$ cat config.mk
export PLATFORM = sky130hd
export DESIGN_NAME = dbus_arbiter
export DESIGN_NICKNAME = d
export VERILOG_FILES = /design/src/rtl/dbus_arbiter_pkg.sv /design/src/rtl/dbus_arbiter_starve_counter.sv /design/src/rtl/dbus_arbiter.sv
export SDC_FILE = /design/constraint.sdc
export NUM_CORES = 1
export LEC_CHECK = 0
export CORE_MARGIN = 5
export CORE_UTILIZATION = 31
export DETAILED_ROUTE_END_ITERATION = 8
export DONT_BUFFER_PORTS = 1
export PLACE_DENSITY_LB_ADDON = 0.3
export REMOVE_ABC_BUFFERS = 1
export SYNTH_ARGS = -nofsm -noshare
export SYNTH_HDL_FRONTEND = slang
export SYNTH_SLANG_ARGS = --single-unit
$ cat constraint.sdc
create_clock -name clk -period 2.7 [get_ports clk]
set_input_delay 0.54 -clock clk [delete_from_list [all_inputs] [get_ports clk]]
set_output_delay 0.54 -clock clk [all_outputs]
set_load 0.02 [all_outputs]
$ cat src/rtl/dbus_arbiter_pkg.sv
// Shared definitions for the data-bus arbiter: FSM encodings, grant ids and the I/O address map.
package dbus_arbiter_pkg;

  localparam logic [1:0] ST_IDLE  = 2'd0;
  localparam logic [1:0] ST_ISSUE = 2'd1;
  localparam logic [1:0] ST_RESP  = 2'd2;
  localparam logic [1:0] ST_DONE  = 2'd3;

  localparam logic GNT_CPU = 1'b0;
  localparam logic GNT_DMA = 1'b1;

  localparam int unsigned PREFIX_BITS   = 4;
  localparam logic [3:0]  IO_PREFIX_DEF = 4'hF;

  // Memory-mapped I/O register map
  localparam logic [31:0] ADDR_HEX   = 32'hF000_0000;
  localparam logic [31:0] ADDR_LEDR  = 32'hF000_0004;
  localparam logic [31:0] ADDR_LEDG  = 32'hF000_0008;
  localparam logic [31:0] ADDR_KEY   = 32'hF000_0010;
  localparam logic [31:0] ADDR_SW    = 32'hF000_0014;
  localparam logic [31:0] ADDR_TIMER = 32'hF000_0020;

  function automatic logic is_io_prefix(input logic [3:0] prefix, input logic [3:0] io_prefix);
    return prefix == io_prefix;
  endfunction

endpackage

$ cat src/rtl/dbus_arbiter_starve_counter.sv
// Saturating count of cycles DMA has waited; at_limit tracks count >= LIMIT, registered.
module dbus_arbiter_starve_counter #(
  parameter int unsigned CNT_BITS = 4,
  parameter int unsigned LIMIT    = 8
) (
  input  logic clk,
  input  logic reset,
  input  logic inc,
  input  logic clr,
  output logic at_limit
);

  localparam logic [CNT_BITS-1:0] CNT_MAX = '1;
  localparam logic [CNT_BITS-1:0] LIMIT_V = CNT_BITS'(LIMIT);

  logic [CNT_BITS-1:0] count;
  logic [CNT_BITS-1:0] count_d;

  // clr wins over inc so a DMA grant always restarts the wait count
  always_comb begin
    count_d = count;
    if (clr) begin
      count_d = '0;
    end else if (inc && (count != CNT_MAX)) begin
      count_d = count + CNT_BITS'(1);
    end
  end

  always_ff @(posedge clk) begin
    if (!reset) begin
      count    <= '0;
      at_limit <= (LIMIT_V == '0);
    end else begin
      count    <= count_d;
      at_limit <= (count_d >= LIMIT_V);
    end
  end

endmodule

$ cat src/rtl/dbus_arbiter.sv
// Two-port (CPU, DMA) arbiter and sequencer for the shared data-memory / MMIO bus.
module dbus_arbiter
  import dbus_arbiter_pkg::*;
#(
  parameter int unsigned DBITS        = 32,
  parameter logic [3:0]  IO_PREFIX    = IO_PREFIX_DEF,
  parameter int unsigned STARVE_LIMIT = 8,
  parameter int unsigned CNT_BITS     = 4
) (
  input  logic             clk,
  input  logic             reset,
  input  logic             cpu_req,
  input  logic             cpu_we,
  input  logic [DBITS-1:0] cpu_addr,
  input  logic [DBITS-1:0] cpu_wdata,
  output logic             cpu_ack,
  output logic [DBITS-1:0] cpu_rdata,
  input  logic             dma_req,
  input  logic             dma_we,
  input  logic [DBITS-1:0] dma_addr,
  input  logic [DBITS-1:0] dma_wdata,
  output logic             dma_ack,
  output logic [DBITS-1:0] dma_rdata,
  output logic [DBITS-1:0] bus_addr,
  output logic [DBITS-1:0] bus_wdata,
  output logic             bus_re,
  output logic             mem_we,
  output logic             io_we,
  input  logic [DBITS-1:0] bus_rdata,
  output logic             busy,
  output logic             grant_id
);

  localparam int unsigned PFX_LSB = DBITS - PREFIX_BITS;

  logic [1:0]       state, state_d;
  logic             bus_we, bus_we_d;
  logic [DBITS-1:0] bus_addr_d, bus_wdata_d;
  logic [DBITS-1:0] cpu_rdata_d, dma_rdata_d;
  logic             bus_re_d, mem_we_d, io_we_d;
  logic             cpu_ack_d, dma_ack_d;
  logic             busy_d, grant_id_d;

  logic             at_limit;
  logic             cnt_inc, cnt_clr;
  logic             sel_dma;
  logic             sel_we;
  logic [DBITS-1:0] sel_addr, sel_wdata;
  logic             sel_io;

  // CPU has priority unless DMA has waited long enough
  assign sel_dma   = dma_req & (~cpu_req | at_limit);
  assign sel_we    = sel_dma ? dma_we    : cpu_we;
  assign sel_addr  = sel_dma ? dma_addr  : cpu_addr;
  assign sel_wdata = sel_dma ? dma_wdata : cpu_wdata;
  assign sel_io    = is_io_prefix(sel_addr[DBITS-1:PFX_LSB], IO_PREFIX);

  // DMA is waiting whenever it requests and is not the owner of the current transaction
  assign cnt_inc = dma_req & ~(busy & (grant_id == GNT_DMA));

  dbus_arbiter_starve_counter #(
    .CNT_BITS (CNT_BITS),
    .LIMIT    (STARVE_LIMIT)
  ) u_starve_counter (
    .clk      (clk),
    .reset    (reset),
    .inc      (cnt_inc),
    .clr      (cnt_clr),
    .at_limit (at_limit)
  );

  // Next-state and next-output logic; every output register is loaded from its _d value
  always_comb begin
    state_d     = state;
    bus_we_d    = bus_we;
    bus_addr_d  = bus_addr;
    bus_wdata_d = bus_wdata;
    cpu_rdata_d = cpu_rdata;
    dma_rdata_d = dma_rdata;
    grant_id_d  = grant_id;
    busy_d      = busy;
    bus_re_d    = 1'b0;
    mem_we_d    = 1'b0;
    io_we_d     = 1'b0;
    cpu_ack_d   = 1'b0;
    dma_ack_d   = 1'b0;
    cnt_clr     = 1'b0;

    case (state)
      ST_IDLE: begin
        if (cpu_req || dma_req) begin
          state_d     = ST_ISSUE;
          busy_d      = 1'b1;
          grant_id_d  = sel_dma ? GNT_DMA : GNT_CPU;
          bus_we_d    = sel_we;
          bus_addr_d  = sel_addr;
          bus_wdata_d = sel_wdata;
          io_we_d     = sel_we & sel_io;
          mem_we_d    = sel_we & ~sel_io;
          bus_re_d    = ~sel_we;
          cnt_clr     = sel_dma;
        end
      end

      ST_ISSUE: begin
        if (bus_we) begin
          state_d   = ST_DONE;
          cpu_ack_d = (grant_id == GNT_CPU);
          dma_ack_d = (grant_id == GNT_DMA);
        end else begin
          state_d = ST_RESP;
        end
      end

      // bus_rdata is valid this cycle, one cycle after bus_re
      ST_RESP: begin
        state_d = ST_DONE;
        if (grant_id == GNT_DMA) begin
          dma_rdata_d = bus_rdata;
          dma_ack_d   = 1'b1;
        end else begin
          cpu_rdata_d = bus_rdata;
          cpu_ack_d   = 1'b1;
        end
      end

      // Always return to IDLE so a requester that drops req after ack is not re-granted
      ST_DONE: begin
        state_d = ST_IDLE;
        busy_d  = 1'b0;
      end

      default: begin
        state_d = ST_IDLE;
        busy_d  = 1'b0;
      end
    endcase
  end

  always_ff @(posedge clk) begin
    if (!reset) begin
      state     <= ST_IDLE;
      bus_we    <= 1'b0;
      bus_addr  <= '0;
      bus_wdata <= '0;
      cpu_rdata <= '0;
      dma_rdata <= '0;
      grant_id  <= 1'b0;
      busy      <= 1'b0;
      bus_re    <= 1'b0;
      mem_we    <= 1'b0;
      io_we     <= 1'b0;
      cpu_ack   <= 1'b0;
      dma_ack   <= 1'b0;
    end else begin
      state     <= state_d;
      bus_we    <= bus_we_d;
      bus_addr  <= bus_addr_d;
      bus_wdata <= bus_wdata_d;
      cpu_rdata <= cpu_rdata_d;
      dma_rdata <= dma_rdata_d;
      grant_id  <= grant_id_d;
      busy      <= busy_d;
      bus_re    <= bus_re_d;
      mem_we    <= mem_we_d;
      io_we     <= io_we_d;
      cpu_ack   <= cpu_ack_d;
      dma_ack   <= dma_ack_d;
    end
  end

endmodule

==> results of run 1 <==
## flip-flops by register name, summed over array words and instances (netlist names)
name                       count
dma_rdata                     32
u_starve_counter.at_limit      1
state                          2
io_we                          1
mem_we                         1
bus_we                         1
dma_ack                        1
bus_wdata                     32
bus_addr                      32
u_starve_counter.count         4
cpu_rdata                     32
grant_id                       1
bus_re                         1
busy                           1
cpu_ack                        1
## cell usage after synthesis (all sizes together)
cell / number / area, um2
o21a: 1 / 7.51
nor3b: 1 / 12.5
a2111oi: 1 / 10.0
and2: 3 / 18.8
buf: 23 / 119
and4: 1 / 8.76
o21ai: 133 / 666
nor3: 2 / 10.0
and2b: 1 / 7.51
clkbuf: 50 / 188
o41ai: 1 / 8.76
o31ai: 1 / 7.51
or3: 2 / 12.5
nor2: 2 / 7.51
and3: 2 / 12.5
a21bo: 1 / 10.0
o21bai: 1 / 7.51
nand2b: 2 / 12.5
o22ai: 1 / 6.26
nand3: 67 / 335
mux2i: 1 / 10.0
and3b: 1 / 8.76
nand2: 132 / 495
nand4: 1 / 6.26
a21boi: 65 / 488
a221oi: 1 / 8.76
o221a: 1 / 11.3
inv: 5 / 18.8
nand3b: 1 / 7.51
nor2b: 2 / 12.5
ha: 6 / 75.1
dfxtp: 143 / 2860
a21o: 1 / 7.51
o211ai: 1 / 7.51
a31oi: 65 / 407
a21oi: 7 / 35.0
## worst reg2reg max path: stages (launching register included)
cell and delay, ps:
dfxtp_1 330, inv_1 140, ha_1 220, o21a_4 360, buf_12 350, o21ai_0 210
a31oi_1 160
## worst max-delay path by stage
stage	startpoint	endpoint	slack (ps)	depth (start not counted)
after floorplan	state[0]	mem_we	-540	5
after global placement	state[0]	bus_wdata[11]	970	6
after detailed placement	state[0]	bus_wdata[4]	910	6
after CTS	state[0]	bus_addr[7]	890	6
after global routing	state[0]	bus_addr[0]	700	6
final	state[0]	bus_wdata[16]	880	6
## routing by layer
layer | up-vias | part of all wire, %
li1 | 2500 | -
met1 | 2416 | 39
met2 | 237 | 47
met3 | 11 | 14
met4 | 0 | 0.62
met5 | - | 0
## power by group
part	leakage [nW]	internal, W	switching, W
clock network	0.257	0.00127	0.000939
registers	1.17	0.00258	0.000901
logic	0.762	0.000436	0.000777
total	2.19	0.00429	0.00262
## through the flow
| step | total power, W | setup slack, ps |
|---|---|---|
| 4_1_cts | 0.00701 | 895 |
| 5_1_grt | 0.00732 | 698 |
| 3_3_place_gp | 0.00473 | 968 |
| 6_report | 0.00691 | 881 |
| 3_5_place_dp | 0.00476 | 914 |
| 2_1_floorplan | 0.00427 | -543 |
## final cells by class
type	instances	area [um2]	area share [%]
flip-flops and latches	143	2860	43.4
clock inverters	12	114	1.73
diodes	2	5.00	0.0759
multi-input cells	508	2760	41.8
well taps	234	293	4.44
repair buffers	9	105	1.59
clock buffers	20	437	6.63
inverters	5	18.8	0.285
## logic make-up (layout without fill, tap and decap cells)
logic type      count (synthesis)  in the layout
flops                         143            143
buf+inv                        78             46
simple gates                  220            220
mux                             1              1
compound gates                281            281
fa+ha+maj                       6              6
other cells                     0              2
==> results.json, run 1 <==
{
  "finClkSkew_ps": 10.7,
  "drt_pass1_iterations": 4,
  "status": "finished clean",
  "p_per_area_nw_per_um2": 1050,
  "area_delta_synth_final_pct": 11.1,
  "met1_usage_pct": 18.7,
  "crit_path_cell_trace": "inv_1 > ha_1 > o21a_4 > buf_12 > o21ai_0 > a31oi_1",
  "synth_xor_area_share_pct": 0,
  "fin_crit_ps": 1820,
  "cts_tree": "built",
  "setup_tns_ps": 0,
  "antenna_found_initial": 2,
  "cts_setup_buffers": 0,
  "cts_made_buffers": 17,
  "critical_path.startpoint_type": "flop",
  "worstRegToRegCells": 6,
  "relSlewSlack_pct": 62.5,
  "routed-via-count": 5164,
  "place_congestion": 0.814,
  "crit_path_end_kind": "flop",
  "muxShareOfSynthArea_pct": 0.169,
  "timing.final.crit_share_pct": 67.4,
  "finalHoldViolCount": 0,
  "crit_type": "flop to flop",
  "crit_buf_inv": 2,
  "viasPerCell": 5.53,
  "finalNetCount": 856,
  "final_core_util_pct": 35.1,
  "grt_util_met2_pct": 26.9,
  "setup_viol": 0,
  "synth-seq-area-share_pct": 48.3,
  "p_leak_nw": 2.19,
  "clk_pin_slew_ps": 70,
  "mostFrequentLayoutCells": "143 x dfxtp_1, 132 x nand2_1, 67 x nand3_1, 67 x o21ai_1, 66 x o21ai_0",
  "whs_ps": 259,
  "synth_top_family_by_area": "compound AO/OA/AOI/OAI gates",
  "grt_pass1_wl_um": 29200,
  "reg2reg_slack_ps": 880,
  "hold_start": "bus_rdata[20]",
  "ys_types": 40,
  "grt_pass1_vias": 5000,
  "htreeDepth": 4,
  "crit_family": "compound AO/OA/AOI/OAI gates",
  "dp_hpwl_um": 13400,
  "hold_end": "cpu_rdata[20]",
  "critPathSlowestCell": "o21a_4",
  "die_w_um": 148,
  "slowest_delay_ps": 360,
  "drc": 0,
  "dpl_cell_area_um2": 6030,
  "die_area_um2": 22000,
  "insertion_delay_ps": 410,
  "drtAntennaViolNets": 0,
  "ir_drop_uv": 427,
  "ioPinCount": 301,
  "synth-seq-cells": 143,
  "tightest_slew_ps": 562,
  "cts_resized": 0,
  "grt-ovfl-total": 0,
  "maxSlewViolCount": 0,
  "nFillCells": 2009,
  "drv_cap": 0,
  "rows": 50,
  "timing.rr.start": "state[0]",
  "busiest_layer": "met2",
  "hold_depth": 2,
  "routedWlPerCell_um": 20.8,
  "fmax_ghz": 0.550,
  "synth.avg_cell_area_um2": 8.13,
  "rsz0062_at_grt": "false",
  "postCtsHoldBufs": 0,
  "ys.warnings.count": 0,
  "core_um2": 18800,
  "numPortBuffers": 0,
  "drive_gt1_share_pct": 6.31,
  "worstReg2RegEnd": "bus_wdata[16]",
  "start_util_pct": 31.6,
  "dp.cells": 899,
  "cp_max_fo": 102,
  "postSynthCellCount": 729,
  "grtUsageTotal_pct": 16.7,
  "synth_area_um2": 5930,
  "routed_wl_um": 19400,
  "drt_iter0_markers": 188,
  "design_area_um2": 6590,
  "hp-class": "primary input to flop",
  "synthAdderAreaFrac_pct": 1.27,
  "synth_simple_gate_area_share_pct": 16.3,
  "synth_compound_area_share_pct": 28.5,
  "die_h_um": 148,
  "layout_commonest_cell": "dfxtp_1",
  "clockBufferDepth": 2,
  "cts_root_buf": "clkbuf_16",
  "fin_cells": 933,
  "grtUsageMet3_pct": 10.6,
  "arrival_ps": 2160,
  "grt_max_degree": 137,
  "cts.sinks": 143,
  "required_ps": 3040
}
No activity file was read; power rests on OpenSTA's default activity.
==> run 2, diff against run 1 <==
- ABC_AREA: unset -> 1
- clock period: 2.7 -> 1.7 ns (I/O delays scaled with it)
==> run 2 against run 1 <==
- global-route usage is essentially flat
- clock skew shrank 3.2 ps
- cell count increased by 5.4%
- clock power grew 62%
- largest power group unchanged
- wire length decreased by 6.1%
- hold slack got worse by 200 ps
- largest cell class unchanged
==> results.json, run 2 <==
{
  "ys.warnings.count": 0,
  "drt_pass1_iterations": 4,
  "core_um2": 17900,
  "timing.rr.start": "state[1]",
  "dp_hpwl_um": 12900,
  "numPortBuffers": 0,
  "synth_async_sr_flop_share_pct": 0,
  "ioPinCount": 301,
  "synth-main-ff-cell": "dfxtp_1",
  "layout_commonest_cell": "nand2_1",
  "postCtsHoldBufs": 0,
  "synth_edf_count": 0,
  "drive_gt1_share_pct": 7.70,
  "synth.avg_cell_area_um2": 7.46,
  "grtUsageTotal_pct": 16.7,
  "critical_path.startpoint_type": "flop",
  "maxSlewViolCount": 0,
  "tightest_slew_ps": 380,
  "crit_path_end_kind": "flop",
  "antenna_found_initial": 1,
  "synthDominantCellAreaShare_pct": 50.9,
  "die_h_um": 145,
  "die_w_um": 145,
  "start_util_pct": 31.4,
  "setup_viol": 0,
  "critPathLaunch": "state[1]",
  "hp-class": "primary input to flop",
  "finalHoldViolCount": 0,
  "drv_cap": 0,
  "mostFrequentLayoutCells": "159 x nand2_1, 149 x nor2_1, 143 x dfxtp_1, 122 x o21ai_0, 60 x a31oi_1",
  "fin_crit_ps": 1530,
  "drc": 0,
  "drtAntennaViolNets": 0,
  "grt_pass1_wl_um": 26500,
  "setup_tns_ps": 0,
  "worstReg2RegEnd": "bus_addr[14]",
  "drt_iter0_markers": 294,
  "dp.cells": 948,
  "status": "finished clean",
  "worstRegToRegCells": 8,
  "arrival_ps": 1870,
  "timing.final.crit_share_pct": 90.0,
  "cts_root_buf": "clkbuf_16",
  "p_leak_nw": 2.58,
  "finClkSkew_ps": 7.47,
  "clk_pin_slew_ps": 70,
  "rsz0062_at_grt": "false",
  "routed_wl_um": 18200,
  "synth-seq-cells": 143,
  "p_per_area_nw_per_um2": 1860,
  "yosys.area.top_type": "dfxtp_1",
  "ir_drop_uv": 709,
  "cts_made_buffers": 17,
  "routed-via-count": 4937,
  "pre_cts_slack_ps": 110,
  "grt-ovfl-total": 0,
  "viasPerCell": 5.02,
  "rows": 49,
  "required_ps": 2040,
  "cp_max_fo": 15,
  "final_core_util_pct": 36.2,
  "synth-seq-area-share_pct": 50.9,
  "synth.top_cells.by_area": "dfxtp_1 51%, o21ai_0 11%, nand2_1 11%",
  "crit_end": "bus_addr[14]",
  "place_congestion": 0.761,
  "area_delta_synth_final_pct": 15.5,
  "synth_area_um2": 5620,
  "reg2reg_slack_ps": 170,
  "fin_ws_ps": 169,
  "insertion_delay_ps": 410,
  "htreeDepth": 4,
  "postSynthCellCount": 753,
  "synth_most_common_cell": "nand2_1",
  "grt_pass1_vias": 4628,
  "cts.sinks": 143,
  "routedWlPerCell_um": 18.5,
  "relSlewSlack_pct": 74.7,
  "ys_types": 23,
  "die_area_um2": 20900,
  "finalNetCount": 912,
  "power_w": 0.0121,
  "grt_max_degree": 132,
  "fmax_ghz": 0.653,
  "cts_tree": "built",
  "clockBufferDepth": 2,
  "crit_type": "flop to flop",
  "ys_top_cells_by_count": "159 x nand2_1, 149 x nor2_1, 143 x dfxtp_1, 122 x o21ai_0, 60 x a31oi_1",
  "fin_cells": 983
}
## run 2: how the worst min path moves through the flow
stage	start	end	slack [ps]	cells after the start
after CTS	reset	cpu_rdata[25]	40	2
after floorplan	bus_we	bus_we	460	2
after global routing	reset	dma_rdata[12]	30	2
after detailed placement	u_starve_counter.count[3]	u_starve_counter.at_limit	480	2
after global placement	u_starve_counter.count[3]	u_starve_counter.at_limit	480	2
final	reset	dma_rdata[12]	60	2
## run 2: cells by family (layout without fill, tap and decap cells)
group / Yosys count / count (layout) / share of synthesized area, %
AO/OA/AOI/OAI: 200 / 200 / 19.2
adder cells (fa/ha/maj): 6 / 6 / 1.34
buffers and inverters: 76 / 76 / 5.74
flip-flops: 143 / 143 / 50.9
AND/OR/NAND/NOR: 327 / 327 / 22.6
other: 0 / 1 / 0
XOR/XNOR: 1 / 1 / 0.156
## run 2: layout make-up
cell class / count / area, um2
inverter: 23 / 86.3
fill: 1924 / 11400
clock buffer: 20 / 457
multi-input combinational: 534 / 2430
tap: 229 / 287
timing repair buffer: 21 / 250
sequential: 143 / 2860
antenna: 1 / 2.50
clock inverter: 12 / 110
## run 2: routing by layer
metal / up-vias / global-route usage, % / wire length [um]
met5: - / 0 / 0
met3: 11 / 10.3 / 2550
met1: 2230 / 18.7 / 6980
met2: 222 / 26.3 / 8400
met4: 0 / 5.15 / 251
li1: 2474 / - / -
## run 2: power breakdown
group,switching (W),total (W),internal (W)
Clock,0.00147,0.00357,0.00210
Sequential,0.00174,0.00599,0.00426
Combinational,0.00148,0.00252,0.00104
## run 2: worst max-delay path: stages, from the launching register on
cell	delay [ps]
dfxtp_1	330
inv_1	120
ha_1	210
inv_1	80
nor2_4	110
buf_12	170
buf_4	190
o21ai_0	90
a31oi_1	150
## run 2: repair_timing
| item | 4_1_cts | 5_1_grt |
|---|---|---|
| gates resized for setup | 0 | 0 |
| setup endpoints to repair | 0 | 1 |
| buffers inserted | 0 | 1 |
## run 2: per-stage QoR
| step | area (um2) | hold slack (ps) |
|---|---|---|
| 3_5_place_dp | 5890 | 480 |
| 4_1_cts | 6450 | 39.6 |
| 2_1_floorplan | 5380 | 464 |
| 6_report | 6490 | 58.3 |
| 3_3_place_gp | 5890 | 481 |
| 5_1_grt | 6490 | 33.5 |
